File: src/rtl/addx_sequencer.sv
// rtl/addx_sequencer.sv - noop/addx instruction sequencer emitting one beat per CPU cycle
module addx_sequencer (
    input  logic       clk,
    input  logic       rst,
    input  logic       in_valid,
    output logic       in_ready,
    input  logic       in_op,
    input  logic [7:0] in_imm,
    output logic       out_valid,
    input  logic       out_ready,
    output logic [7:0] out_delta,
    output logic [7:0] out_x,
    output logic [7:0] out_cycle,
    output logic [31:0] strength,
    output logic       frame_done
);

    typedef enum logic [1:0] {
        EMPTY = 2'd0,
        NOOP  = 2'd1,
        ADDX1 = 2'd2,
        ADDX2 = 2'd3
    } state_t;

    localparam logic [7:0] LAST_CYCLE = 8'd240;

    state_t      state, state_n;
    logic [7:0]  imm_q;
    logic [7:0]  x_q;
    logic [7:0]  cycle_q;
    logic [31:0] strength_q;
    logic        done_q;

    logic        beat_acc;
    logic        xfer;
    logic        sample_cycle;
    logic [31:0] cyc_ext;
    logic [31:0] x_ext;
    logic [31:0] product;
    state_t      in_state;

    // Handshakes, beat contents and the signal-strength product for this cycle
    always_comb begin
        out_valid    = (state != EMPTY) && !done_q;
        out_delta    = (state == ADDX2) ? imm_q : 8'd0;
        out_x        = x_q;
        out_cycle    = cycle_q;
        strength     = strength_q;
        frame_done   = done_q;
        in_ready     = !done_q && ((state == EMPTY) ||
                       (out_ready && ((state == NOOP) || (state == ADDX2)) && (cycle_q != LAST_CYCLE)));
        beat_acc     = out_valid && out_ready;
        xfer         = in_valid && in_ready;
        in_state     = in_op ? ADDX1 : NOOP;
        sample_cycle = (cycle_q == 8'd20)  || (cycle_q == 8'd60)  || (cycle_q == 8'd100) ||
                       (cycle_q == 8'd140) || (cycle_q == 8'd180) || (cycle_q == 8'd220);
        cyc_ext      = {24'd0, cycle_q};
        x_ext        = {{24{x_q[7]}}, x_q};
        product      = cyc_ext * x_ext;
    end

    // Next-state: advance on beat acceptance, chain straight into a same-cycle transfer
    always_comb begin
        state_n = state;
        case (state)
            EMPTY: begin
                if (xfer) state_n = in_state;
            end
            NOOP, ADDX2: begin
                if (beat_acc) state_n = xfer ? in_state : EMPTY;
            end
            ADDX1: begin
                // An addx straddling the end of the frame loses its second beat
                if (beat_acc) state_n = (cycle_q == LAST_CYCLE) ? EMPTY : ADDX2;
            end
            default: state_n = EMPTY;
        endcase
    end

    // State register
    always_ff @(posedge clk or posedge rst) begin
        if (rst) state <= EMPTY;
        else     state <= state_n;
    end

    // Operand latch, X/cycle/strength accumulation and sticky end-of-frame flag
    always_ff @(posedge clk or posedge rst) begin
        if (rst) begin
            imm_q      <= 8'd0;
            x_q        <= 8'd1;
            cycle_q    <= 8'd1;
            strength_q <= 32'd0;
            done_q     <= 1'b0;
        end else begin
            if (xfer) imm_q <= in_imm;
            if (beat_acc) begin
                x_q     <= x_q + out_delta;
                cycle_q <= cycle_q + 8'd1;
                if (sample_cycle) strength_q <= strength_q + product;
                if (cycle_q == LAST_CYCLE) done_q <= 1'b1;
            end
        end
    end

endmodule

File: config.mk
export PLATFORM = sky130hd
export DESIGN_NAME = addx_sequencer
export DESIGN_NICKNAME = d
export VERILOG_FILES = /design/src/rtl/addx_sequencer.sv
export SDC_FILE = /design/constraint.sdc
export NUM_CORES = 1
export LEC_CHECK = 0
export CORE_MARGIN = 10
export CORE_UTILIZATION = 59
export DETAILED_ROUTE_END_ITERATION = 8
export PLACE_DENSITY = 0.83
export REMOVE_ABC_BUFFERS = 1
export SYNTH_ARGS = -nofsm -noshare
export SYNTH_HDL_FRONTEND = slang
export SYNTH_SLANG_ARGS = --single-unit
File: constraint.sdc
create_clock -name clk -period 9.35 [get_ports clk]
set_input_delay 1.87 -clock clk [delete_from_list [all_inputs] [get_ports clk]]
set_output_delay 1.87 -clock clk [all_outputs]
set_load 0.005 [all_outputs]
==> results.ini <==
[setup_path]
crit_arrival_ns=7.35
r2r_setup_slack_ns=2.23
critPathRequiredTime_ns=9.57
start_kind=flip-flop
slowest_stage=dfrtp_1
r2r_start=out_cycle[3]
r2r_end=strength[24]
crit_fanout=18
slowest_delay_ns=0.68
critPathKind=flip-flop to flip-flop
critical_path.most_common_cell=fa_1
endpoint_kind=flip-flop
path_buf_inv=3
crit_chain=nand2_1 -> fa_1 -> fa_1 -> inv_1 -> fa_1 -> inv_1 -> fa_1 -> inv_1 -> ha_1 -> o21ai_0 -> o21ai_1 -> and4_1 -> or3_1 -> and3_1 -> or2_2 -> ha_1 -> a2111oi_0 -> o221a_2 -> o31ai_1 -> a21boi_0 -> o211ai_1 -> xnor2_1 -> o21ai_0
r2r_cells=23
cp_top_family=adder cells

[floorplan]
placeableCoreArea_um2=10800
num_io_pins=72
die_h_um=125
die_x_um=125
start_util_pct=60.1
rows=38
die-area_um2=15700

[final_layout]
drive_gt1_share_pct=5.17
register_area_um2=1480
final_common_cell=nand2_1
fill_cells=889
nets=944
final_cell_mix=nand2_1, ha_1, inv_1
syn_to_final_growth_pct=14.7
layout.cells.non_filler=952
num_antenna_cells=0
multi_input_area_um2=4620

[drt]
drtIter0Drc=395
postRouteAntennaNets=0
routed_wl_um=15200
drc=0
drt-wirelength-per-cell_um=16.0
dr.pass1.iters=7
vias_per_cell=5.76
vias=5482

[clock_network]
cts_resized=0
clkLatencyLatePin_ns=0.37
cts_tree=done
cts_buffer_depth=2
cts_setup_buffers=0
root_buffer=clkbuf_8
numCtsBuffers=9
path_clk_slew_ns=0.07
cts_sinks=59
cts_hold_buf=0
htree_levels=3

[global_routing]
antenna_found_initial=0
grt_max_degree=66
grt_pass1_vias=5573
grt_overflow=0
grt_pass1_wl_um=26400
track_usage_pct=19.8

[synth]
synth_top_area_cell=dfrtp_1
synthCells=750
synth.top_cell.area_share_pct=21.9
ys_warn_count=0
ys_seq_area_share_pct=22.7
syn_area_per_cell_um2=8.69
synth_cell_type_count=66
synthesis.area_um2=6520
synth-seq-cells=59
synth_area_leaders=dfrtp_1, ha_1, fa_1
synth-edff-count=0
async_flop_share_pct=100
ys.flop_type=dfrtp_1

[min_path]
hold_path_class=flip-flop to flip-flop
hold_path_end=imm_q[7]
hp-start=imm_q[7]
whs_path_depth=2

[pwr]
pwr-share-comb_pct=76.2
p_per_area_nw_per_um2=406
leakage_nw=3.71
p_switching_w=0.00154
internal_power_w=0.00150
swShare_pct=50.6
report.power.total_w=0.00304
seq_power_share_pct=16.4
vdd_drop_max_mv=0.222
pwr-share-clk_pct=7.3

[sta]
maxSlewHeadroom_pct=47.4
fin_crit_ns=7.12
fin_setup_tns_ns=0
max_freq_mhz=140
worst_pin_slew_ns=0.789
fin_crit_sh_pct=76.2
slew_viol_final=0
setup_viol=0
grt_setup_unrepaired=no
clock-skew-final_ns=0.00993
hold_viol_final=0

[status]
status=finished clean

[placed_design]
io_buffers=71
place_inst=936
post-dp-hpwl_um=11800
gp_congestion=0.897

[flow_run]
cap_violations=0

-- through the flow --
stage	util (%)	hold slack (ns)	area [um2]	setup WS, ns
2_1_floorplan	-	0.438	6400	2.82
3_3_place_gp	67.3	0.450	7300	2.47
3_5_place_dp	67.3	0.461	7300	2.28
4_1_cts	69.0	0.479	7480	2.25
5_1_grt	69.0	0.491	7480	1.79
6_report	69.0	0.476	7480	2.23
-- sequential cells by signal, summed over array words and instances, names as in the netlist --
name	flops
frame_done	1
imm_q	8
out_cycle	8
out_x	8
state	2
strength	32
-- synth_stat cells, types with 3 or more instances --
library cell and number:
o22ai_1 4, nand2b_1 5, nand3_1 11, nand2_1 99, clkbuf_1 22, fa_1 39, inv_1 77, nor3_1 12
a211oi_1 6, a21oi_1 37, ha_1 85, o211ai_1 7, o21bai_1 13, o21ai_0 44, and3_1 8, dfrtp_1 57
or2_2 4, a21o_1 18, xor2_1 19, nor3b_1 3, nand4_1 10, and2_1 44, a31oi_1 6, o21a_1 4
xnor2_1 32, nor2_1 31, or3_1 3, mux2_2 4
-- worst min-delay path: stages, from the launching register on --
cell and delay [ns]:
dfrtp_1 0.34, nand2_1 0.05, nand2_1 0.06
-- power by group through the flow --
| stage | clock network [W] | registers, W | logic [W] |
|---|---|---|---|
| floorplan | 0 | 0.000462 | 0.00172 |
| global route | 0.000241 | 0.000521 | 0.00261 |
| CTS | 0.000229 | 0.000498 | 0.00233 |
| global placement | 0 | 0.000494 | 0.00220 |
| finish | 0.000223 | 0.000499 | 0.00232 |
| detailed placement | 0 | 0.000502 | 0.00231 |
-- metal layers --
metal  wire [um]  part of all wire, %  vias up  track usage [%]
met5           0                    0        -                0
met2        7610                   50      157             34.2
met3         768                  5.0       22             4.39
met4         276                  1.8        0             6.78
li1            -                    -     2669                -
met1        6570                   43     2634             23.7
-- worst max-delay path by stage --
stage / depth (start not counted) / endpoint / start / slack, ns
after CTS: 23 / strength[24] / out_cycle[3] / 2.25
after global placement: 23 / strength[24] / out_cycle[3] / 2.47
final: 23 / strength[24] / out_cycle[3] / 2.23
after global routing: 23 / strength[24] / out_cycle[3] / 1.79
after floorplan: 24 / strength[24] / out_cycle[0] / 2.82
after detailed placement: 23 / strength[24] / out_cycle[3] / 2.28
-- area by class of cell --
cell class                 instances  share of cell area (%)
clock buffer                      14                    2.31
clock inverter                     2                   0.134
inverter                          78                    3.91
multi-input combinational        586                    61.8
sequential                        59                    19.8
tap                              140                    2.34
timing repair buffer              73                    9.70
-- logic make-up after synthesis --
| family | Yosys count | share of synthesized area, % |
|---|---|---|
| mux | 6 | 0.998 |
| compound gates | 163 | 16.5 |
| fa+ha+maj | 124 | 28.3 |
| simple gates | 242 | 18.3 |
| xor+xnor | 51 | 6.85 |
| flops | 59 | 22.7 |
| buf+inv | 105 | 6.37 |
Note: power is estimated with default switching activity, not from simulation.
